## src/rtl/hv_pos_crop_gen.sv

```systemverilog
// Turns a raw DVI/HDMI receiver stream into a cropped, position-tagged pixel stream.
// Also measures line width, tracks frame lock and flags short lines inside the crop rows.
//
// state      | meaning
// WAIT_VSYNC | after reset; counters idle, no output until the first Vsync edge
// RUN        | counting pixels/lines; a Vsync edge restarts the frame
module hv_pos_crop_gen #(
  parameter int H_RES_PIX       = 640,
  parameter int V_RES_PIX       = 480,
  parameter int H_START         = 0,
  parameter int V_START         = 0,
  parameter int BITS_PER_PIXEL  = 24,
  parameter int HSYNC_POL       = 1,
  parameter int VSYNC_POL       = 1,
  parameter int LINE_READY_COMP = H_RES_PIX - 1,
  parameter int MW_BITS         = 13,
  localparam int HW = (H_RES_PIX > 2) ? $clog2(H_RES_PIX - 1) : 1,
  localparam int VW = (V_RES_PIX > 2) ? $clog2(V_RES_PIX - 1) : 1
) (
  input  logic                      vid_clk,
  input  logic                      reset_n,
  input  logic                      Hsync,
  input  logic                      Vsync,
  input  logic                      Active_pix,
  input  logic [BITS_PER_PIXEL-1:0] pixel_in,
  output logic [HW-1:0]             Hpos,
  output logic [VW-1:0]             Vpos,
  output logic                      VidEn,
  output logic [BITS_PER_PIXEL-1:0] pixel_out,
  output logic                      line_ready,
  output logic                      frame_ready,
  output logic [MW_BITS-1:0]        measured_width,
  output logic                      locked,
  output logic                      err_short_line
);

  localparam logic [31:0] X_LO   = H_START;
  localparam logic [31:0] X_END  = H_START + H_RES_PIX;
  localparam logic [31:0] Y_LO   = V_START;
  localparam logic [31:0] Y_END  = V_START + V_RES_PIX;
  localparam logic [31:0] H_RES  = H_RES_PIX;
  localparam logic [31:0] V_RES  = V_RES_PIX;
  localparam logic [31:0] LR_COL = LINE_READY_COMP;
  localparam logic [31:0] V_LAST = V_RES_PIX - 1;
  localparam int          AYW    = $clog2(V_START + V_RES_PIX + 1);

  typedef enum logic {WAIT_VSYNC, RUN} state_t;

  state_t               state;
  logic [1:0]           hs_sr, vs_sr;
  logic                 act_d;
  logic                 has_pix;
  logic                 short_seen;
  logic [MW_BITS-1:0]   ax;
  logic [AYW-1:0]       ay;

  logic                 hs_s, vs_s, hs_edge, vs_edge, line_end;
  logic [31:0]          ax32, ay32, hx, vy;
  logic                 col_in, row_in;

  assign hs_s     = (HSYNC_POL != 0) ? Hsync : ~Hsync;
  assign vs_s     = (VSYNC_POL != 0) ? Vsync : ~Vsync;
  assign hs_edge  = (hs_sr == 2'b01);
  assign vs_edge  = (vs_sr == 2'b01);
  assign line_end = hs_edge || (act_d && !Active_pix && has_pix);

  // Offsets wrap to large values below the window start, so one compare covers both bounds.
  assign ax32   = 32'(ax);
  assign ay32   = 32'(ay);
  assign hx     = ax32 - X_LO;
  assign vy     = ay32 - Y_LO;
  assign col_in = (hx < H_RES);
  assign row_in = (vy < V_RES);

  always_ff @(posedge vid_clk or negedge reset_n) begin
    if (!reset_n) begin
      state          <= WAIT_VSYNC;
      hs_sr          <= 2'b00;
      vs_sr          <= 2'b00;
      act_d          <= 1'b0;
      has_pix        <= 1'b0;
      short_seen     <= 1'b0;
      ax             <= '0;
      ay             <= '0;
      Hpos           <= '0;
      Vpos           <= '0;
      VidEn          <= 1'b0;
      pixel_out      <= '0;
      line_ready     <= 1'b0;
      frame_ready    <= 1'b0;
      measured_width <= '0;
      locked         <= 1'b0;
      err_short_line <= 1'b0;
    end else begin
      hs_sr          <= {hs_sr[0], hs_s};
      vs_sr          <= {vs_sr[0], vs_s};
      act_d          <= Active_pix;
      VidEn          <= 1'b0;
      line_ready     <= 1'b0;
      frame_ready    <= 1'b0;
      err_short_line <= 1'b0;

      if (vs_edge) begin
        // A frame evaluated while still waiting for sync is partial and never locks.
        locked     <= (state == RUN) && (ay32 >= Y_END) && !short_seen;
        state      <= RUN;
        ax         <= '0;
        ay         <= '0;
        has_pix    <= 1'b0;
        short_seen <= 1'b0;
      end else if (line_end) begin
        if (has_pix) begin
          measured_width <= ax;
          if (ay32 < Y_END)
            ay <= ay + AYW'(1);
          if (row_in && (ax32 < X_END)) begin
            err_short_line <= 1'b1;
            locked         <= 1'b0;
            short_seen     <= 1'b1;
          end
        end
        ax      <= '0;
        has_pix <= 1'b0;
      end else if ((state == RUN) && Active_pix) begin
        has_pix <= 1'b1;
        if (ax != '1)
          ax <= ax + MW_BITS'(1);
        if (row_in && col_in) begin
          VidEn       <= 1'b1;
          pixel_out   <= pixel_in;
          Hpos        <= hx[HW-1:0];
          Vpos        <= vy[VW-1:0];
          line_ready  <= (hx == LR_COL);
          frame_ready <= (hx == LR_COL) && (vy == V_LAST);
        end
      end
    end
  end

endmodule
```

## config.mk

```make
export PLATFORM = sky130hd
export DESIGN_NAME = hv_pos_crop_gen
export DESIGN_NICKNAME = d
export VERILOG_FILES = /design/src/rtl/hv_pos_crop_gen.sv
export SDC_FILE = /design/constraint.sdc
export NUM_CORES = 1
export LEC_CHECK = 0
export ABC_AREA = 1
export CAP_MARGIN = 25
export CORE_UTILIZATION = 51
export DETAILED_ROUTE_END_ITERATION = 8
export PLACE_DENSITY = 0.8
export SYNTH_ARGS = -nofsm -noshare
export SYNTH_HDL_FRONTEND = slang
export SYNTH_SLANG_ARGS = --single-unit
```

## constraint.sdc

```tcl
create_clock -name vid_clk -period 1.7 [get_ports vid_clk]
set_input_delay 0.425 -clock vid_clk [delete_from_list [all_inputs] [get_ports vid_clk]]
set_output_delay 0.425 -clock vid_clk [all_outputs]
set_load 0.005 [all_outputs]
```

After elaboration in Yosys (flattened, before gate mapping)
Index checks and enable logic that the tools add are counted.
{"block": "totals", "wordCells": 84, "input_bits": 29, "output_inout_bits": 61, "regBits": 91}
{"block": "op_classes", "eq_ne": 5, "bitwise": 2, "mux": 34, "n_addsub": 2, "n_lt_le_gt_ge": 3, "reduce_logical": 21}
{"cell": "$mux W13", "n": 4}
{"cell": "$mux W9", "n": 4}
{"cell": "$mux W1", "n": 26}
{"cell": "$add A13 B1 Y13 const B", "n": 1}
{"cell": "$eq A13 B10 Y1 const B", "n": 1}
{"cell": "$lt A13 B10 Y1 const B", "n": 1}
{"cell": "$ne A13 B13 Y1 const B", "n": 1}
{"cell": "$add A9 B1 Y9 const B", "n": 1}
{"cell": "$eq A9 B9 Y1 const B", "n": 1}
{"cell": "$ge A9 B9 Y1 const B", "n": 1}
{"cell": "$lt A9 B9 Y1 const B", "n": 1}
{"cell": "$reduce_and A3 Y1", "n": 3}
{"cell": "$reduce_bool A2 Y1", "n": 4}
{"cell": "$logic_and A1 B1 Y1", "n": 7}
{"cell": "$reduce_bool A3 Y1", "n": 2}
{"cell": "$eq A2 B1 Y1 const B", "n": 2}
{"cell": "$reduce_and A4 Y1", "n": 1}
{"cell": "$logic_not A1 Y1", "n": 2}
{"cell": "$not A1 Y1", "n": 2}
{"cell": "$reduce_and A2 Y1", "n": 1}
{"cell": "$logic_or A1 B1 Y1", "n": 1}

Depth between registers and ports, before layout
Gate-level depths: netlist of the first run.
{"block": "depth", "word_depth": 6, "depth_mapped": 10, "ltp_nobuf": 9}

Least setup slack after synthesis of the first run
No wires, ideal clock.
{"block": "synth_path", "path_type": "flip-flop to flip-flop", "startpoint": "register ax[0]", "endpoint": "register ax[6]", "stages_incl_launch_ff": 10, "arrival_time_ns": 1.279, "path_buffers": 1, "required_time_ns": 1.579, "period_less_slack_ns": 1.400, "path_slack_ns": 0.300, "setup_time_ns": 0.121, "cell_sequence": "dfrtp_1 -> ha_1 -> inv_1 -> nor2_4 -> nand2_1 -> nor2_1 -> nand2_1 -> nand2_1 -> buf_6 -> o21ai_1"}
{"block": "synth_via", "elab_chain_cells": 5, "word_cells_on_any_way": 8, "cone_classes": "add/sub (1); eq/ne (1); mux (4); reduce/logical (2)"}
{"item": "start: declaration", "line": "54", "source": "logic [MW_BITS-1:0] ax;"}
{"item": "start signal: assignment", "line": "127", "source": "ax <= ax + MW_BITS'(1);"}
{"item": "$add A13 B1 Y13", "line": "127"}
{"item": "$mux W13", "line": "126", "source": "if (ax != '1)"}
{"item": "$mux W13", "line": "124", "source": "end else if ((state == RUN) && Active_pix) begin"}
{"item": "$mux W13", "line": "111", "source": "end else if (line_end) begin"}
{"item": "$mux W13", "line": "103", "source": "if (vs_edge) begin"}
Several ways; a longest one is shown, not always the timed one. The select of a mux whose other input is x is not followed.
A chain may end at the register's enable or synchronous reset.

Worst setup path after layout of the first run
{"block": "layout_path", "startpoint": "register pixel_out[19]", "endpoint": "output pixel_out[19]"}
{"item": "start: declaration", "line": "29", "source": "output logic [BITS_PER_PIXEL-1:0] pixel_out,"}
{"item": "start signal: assignment", "line": "130", "source": "pixel_out <= pixel_in;"}
No word-level cell between the ends.

==> reports/qor.txt, run 1 <==
Status - completed
H-tree depth - 3
Worst Setup Start Kind - register
Type of element capturing the critical path - output pin
Fmax - 589 MHz
Root buf cell - clkbuf_8
Min-Delay Path Class - register to register
Row count - 32
R2R depth - 7
CP Cell Sequence - clkdlybuf4s50_1
CP required - 1270 ps
Overall Global Routing Usage - 24.1%
Ys Warns - 0
Leak - 2.65 nW
Hold EP - vs_sr[1]
Syn_area_per_cell - 9.34 um^2
Setup TNS - 0 ps
Netlist Area Pre-Place - 4100 um^2
Max-slew headroom - 75.3%
Top delay family on crit path - buffers and inverters
DR iter-0 viols - 201
Final Cell Area - 5480 um^2
Final worst clock skew - 14.7 ps
1st-pass router iterations - 5
Die W - 91.7 um
R2R setup slack - 120 ps
CP Buf/Inv Count - 1
Area fraction in compound gates after synthesis - 9.49%
Largest family of logic cells by synthesized area - simple AND/OR/NAND/NOR gates
TritonCTS Buffers - 9
Vias in the first global route - 3391
Dominant cell type by area after synthesis - dfrtp_1
Clock sink count - 91
CTS tree - yes
Yosys cell types - 33
Worst slew pin tran - 370 ps
Post-Synth XOR/XNOR Area - 0.855%
Min-Delay Path Depth - 0
Sequential share of the synthesized area - 55.6%
R2R Path Start - ax[12]
Final HPWL DP - 6830 um
Routed Antenna Nets - 0
Clk_lat worst skew - 370 ps
Max clock buf depth - 2
Global route overflow - 0
Layout Nets - 585
Top-Level Pins - 90
Post-DP Area - 5190 um^2
Post-synthesis adder-cell area fraction - 0.916%
Largest net degree at the start of global routing - 38
Final Wtd Congestion - 0.920
Hold Vio Cnt, Final - 0
Die Span Y - 91.7 um
Via count - 3414
First-pass GRT wire length - 15900 um
Synth-to-Final Area Change - 33.8%
Power Dens Cells - 910 nW/um^2
Crit-path max FO - 2
Hold_sp - vs_sr[0]
Crit path arrival time - 1270 ps
Layout cells sized above 1 - 16.1%
Fin cells - 660
Synth area leaders - dfrtp_1, nand2_1, o21ai_2
Final Cycle Share - 99.9%
Crit-path slowest cell - clkdlybuf4s50_1
Cells after DPL - 635
Worst path max stage delay - 520 ps
Max_cap viols - 0
Flops & latches, synth - 91
Core area - 7770 um^2
Port Buf Inserts - 89
Die footprint - 8400 um^2
Routed vias/inst - 5.17
# diodes - 0
Final setup fails - 0
Syn nets - 471
Final wirelength - 9710 um
Initial core utilization - 52.8%
DR WL/cell - 14.7 um
Hold_ws - 383 ps
Post-synthesis simple-gate area fraction - 26.2%
Yosys top cell area share - 55.6%
DRC - 0
Critical setup path kind - register to output pin
Minimum clock period - 1700 ps
Slew Viols, Final - 0
Mapped Cells - 439
Post-synthesis mux area share - 0%
VDD IR max - 0.000451 V
Clock slew seen by the registers of the worst setup and hold paths - 100 ps
FF-to-FF End - pixel_out[19]
Antenna violations before repair - 0
[what timing repair did]
action / CTS / global route
resized for setup: 2 / 12
hold buffers: 1 / 0
setup buffers: 0 / 8
pin swaps: 0 / 1
gates cloned: 0 / 0
hold endpoints to repair: 24 / 0
setup endpoints to repair: 2 / 22
[cell families after synthesis]
group                      Yosys count
AOI/OAI and AO/OA                   57
xor gates and xnor gates             4
adders and majority gates            3
buffers and inverters               51
DFF                                 91
and+or+nand+nor                    233
[power breakdown]
group          internal [mW]  switching, mW
logic                  0.533          0.459
registers               2.37          0.125
clock network          0.689          0.814
[area by class of cell]
type	count	area, um^2
tap	102	128
timing repair buffer	118	1190
multi-input combinational	297	1540
fill	611	2280
sequential	91	2280
clock inverter	7	77.6
clock buffer	9	124
inverter	36	145
[cell usage in the layout (no fill, tap or decap), types with 2 or more instances in the layout]
master           count
nand2_1            162
dfrtp_1             89
clkdlybuf4s50_1     77
inv_1               33
o21ai_2             24
buf_4               24
nor2_1              23
o21ai_1             19
nand3_1             18
nand4_1             12
clkbuf_8             9
dlymetal6s2s_1       9
o21ai_0              8
buf_12               5
a21oi_1              4
nand3_2              3
xor2_1               3
ha_1                 3
clkinvlp_4           3
nand3_4              2
nor2_4               2
nor2_8               2
inv_8                2
nor3_1               2
dfrtp_2              2
dlygate4sd2_1        2
[worst max path at each step]
stage	start	endpoint	slack, ps	cells past startpoint
6_report	pixel_out[19]	pixel_out[19]	0.9	1
5_1_grt	Hpos[7]	Hpos[7]	-20	1
4_1_cts	Vpos[3]	Vpos[3]	2	1
3_5_place_dp	Active_pix	ay[3]	-210	10
3_3_place_gp	Active_pix	pixel_out[5]	-170	9
2_1_floorplan	ax[0]	ax[6]	300	9
[sequential cells by signal (all words and copies together), names as in the netlist, 2 cells and up]
name,flops
Hpos,10
Vpos,9
ax,13
ay,9
hs_sr,2
measured_width,13
pixel_out,24
vs_sr,2
[cells in the mapped netlist (all sizes together)]
| library cell | number |
|---|---|
| ha | 3 |
| nand3 | 23 |
| nand2 | 165 |
| nor2 | 28 |
| dfrtp | 91 |
| nand4 | 13 |
| xnor2 | 1 |
| inv | 36 |
| clkbuf | 1 |
| o31ai | 1 |
| nor3 | 3 |
| o21ai | 52 |
| xor2 | 3 |
| buf | 14 |
| nand3b | 1 |
| a21oi | 4 |
[per-layer routing]
layer | vias to the layer above | GRT usage [%] | share of wire [%]
met5 | - | 0 | 0
met3 | 33 | 3.57 | 3.8
met2 | 103 | 42.4 | 52
li1 | 1635 | - | -
met4 | 0 | 8.60 | 2.5
met1 | 1643 | 30.3 | 42
[per-stage QoR]
step / worst slack, ps / total power, mW / utilization, %
after floorplan: 300 / 2.91 / -
after global placement: -167 / 3.45 / 66.8
after detailed placement: -214 / 3.49 / 66.8
after CTS: 2.28 / 4.97 / 69.5
after global routing: -20.7 / 5.21 / 70.6
final: 0.889 / 4.99 / 70.6
No activity file was read; power rests on OpenSTA's default activity.
==> run 2, diff against run 1 <==
--- a/config.mk
+++ b/config.mk
@@ -9,7 +9,7 @@
 export CAP_MARGIN = 25
 export CORE_UTILIZATION = 51
 export DETAILED_ROUTE_END_ITERATION = 8
-export PLACE_DENSITY = 0.8
+export PLACE_DENSITY = 0.83
 export SYNTH_ARGS = -nofsm -noshare
 export SYNTH_HDL_FRONTEND = slang
 export SYNTH_SLANG_ARGS = --single-unit
==> run 2 against run 1 <==
  * Sequential power is essentially flat
  * Design area increased by 0.94%
  * Register-to-register slack improved by 30 ps
  * Worst hold slack better by 5.3 ps
  * Count of clock-buffer cells in the layout unchanged
  * Routed wire length down 3.2%
  * Critical path type unchanged
==> reports/qor.txt, run 2 (same netlist as run 1, synthesis figures left out) <==
Max reg flops - 24 (unchanged)
Post-Place Setup Slack - -207 ps (+7.96 ps)
Die footprint - 8400 um^2 (unchanged)
Worst slew pin tran - 332 ps (-38.5 ps)
Minimum clock period - 1700 ps (-0.901 ps)
Die W - 91.7 um (unchanged)
Routed Antenna Nets - 0 (unchanged)
Cells after DPL - 635 (unchanged)
R2R depth - 10 (+3)
Clk_lat worst skew - 370 ps (about the same)
Synth-to-Final Area Change - 35.0%
First-pass GRT wire length - 15400 um (-3.2%)
Fmax - 589 MHz (about the same)
CP required - 1270 ps (about the same)
Most frequent cells in the layout - nand2_1, dfrtp_1, clkdlybuf4s50_1, inv_1, buf_4
Crit path arrival time - 1270 ps (about the same)
DR iter-0 viols - 132 (-34%)
Min-Delay Path Class - register to register
Status - completed
Layout cells sized above 1 - 16.7% (+0.60 points)
Min-Delay Path Depth - 0 (unchanged)
R2R setup slack - 150 ps (+30 ps)
Clock sink count - 91 (unchanged)
# diodes - 0 (unchanged)
DR WL/cell - 14.1 um (-3.8%)
Root buf cell - clkbuf_8
Layout Nets - 589 (+0.68%)
Antenna violations before repair - 0 (unchanged)
Worst Setup Start Kind - register
Type of element capturing the critical path - output pin
Routed vias/inst - 5.05 (-2.5%)
Commonest non-fill, non-tap cell in the layout - nand2_1
R2R Path Start - ax[1]
1st-pass router iterations - 4 (-1)
Row count - 32 (unchanged)
DRC - 0 (unchanged)
Tot Pwr - 4.99 mW (about the same)
Setup TNS - 0 ps (unchanged)
TritonCTS Buffers - 9 (unchanged)
Leak - 2.81 nW (+6.1%)
Final Cycle Share - 99.9% (about the same)
Core area - 7770 um^2 (unchanged)
Final worst slack - 1.79 ps (+0.901 ps)
Critical setup path kind - register to output pin
Hold EP - hs_sr[1]
Final setup fails - 0 (unchanged)
Power Dens Cells - 902 nW/um^2 (-0.87%)
Final worst clock skew - 11.4 ps (-3.32 ps)
Top Registers - pixel_out (24), ax (13), measured_width (13)
CP Buf/Inv Count - 1 (unchanged)
Hold_sp - hs_sr[0]
Hold_ws - 388 ps (+5.25 ps)
CP Cell Sequence - clkdlybuf4s50_1
FF-to-FF End - ax[6]
CTS tree - yes
Largest net degree at the start of global routing - 35 (-7.9%)
Via count - 3350 (-1.9%)
Hold Vio Cnt, Final - 0 (unchanged)
Top-Level Pins - 90 (unchanged)
Port Buf Inserts - 89 (unchanged)
Crit-path max FO - 2 (unchanged)
Max-slew headroom - 77.9% (+2.6 points)
Vias in the first global route - 3287 (-3.1%)
Max clock buf depth - 2 (unchanged)
Top delay family on crit path - buffers and inverters
Global route overflow - 0 (unchanged)
Crit-path slowest cell - clkdlybuf4s50_1
Worst path max stage delay - 530 ps (about the same)
Final Wtd Congestion - 0.862 (-6.3%)
Die Span Y - 91.7 um (unchanged)
Final wirelength - 9390 um (-3.2%)
VDD IR max - 0.000421 V (-6.7%)
Slew Viols, Final - 0 (unchanged)
Clock slew seen by the registers of the worst setup and hold paths - 90 ps (about the same)
Initial core utilization - 52.8% (unchanged)
Largest Register - pixel_out
Fin cells - 664 (+0.61%)
H-tree depth - 3 (unchanged)
Overall Global Routing Usage - 23.6% (-0.50 points)
Final HPWL DP - 6580 um (-3.6%)
Max_cap viols - 0 (unchanged)
run 2: metal layers:
layer  share of wire, %  vias to the layer above  track usage, %  wire length, um
li1                   -                     1637               -                -
met3                4.9                       13            4.56              457
met1                 42                     1604            29.5             3900
met5                  0                        -               0                0
met2                 52                       96            39.5             4880
met4                1.6                        0            11.4              155
run 2: worst max path at each step:
stage                           from      end  slack (ps)  cells after the start
final                        Vpos[2]  Vpos[2]           2                      1
after CTS                    Hpos[3]  Hpos[3]          10                      1
after global placement    Active_pix    ax[9]        -160                      7
after global routing         Vpos[1]  Vpos[1]         -20                      1
after detailed placement  Active_pix    ay[3]        -210                     10
after floorplan                ax[0]    ax[6]         300                      9
run 2: area by class of cell:
class                      instances  area [um^2]
clock buffer                       9          124
multi-input combinational        297         1540
clock inverter                     7         73.8
fill                             572         2230
inverter                          36          145
timing repair buffer             122         1250
tap                              102          128
sequential                        91         2280
run 2: where the power goes:
group | internal [mW] | switching [mW]
Combinational | 0.552 | 0.456
Sequential | 2.37 | 0.125
Clock | 0.687 | 0.804
run 2: timing repair:
| item | 4_1_cts | 5_1_grt |
|---|---|---|
| gates resized for setup | 0 | 21 |
| hold buffers | 1 | 0 |
| hold endpoints to repair | 23 | 0 |
| setup buffers | 0 | 12 |
| setup endpoints to repair | 0 | 31 |
run 2: through the flow:
stage	area, um^2	utilization (%)
3_5_place_dp	5190	66.8
5_1_grt	5540	71.3
3_3_place_gp	5190	66.8
6_report	5540	71.3
2_1_floorplan	4100	-
4_1_cts	5400	69.5
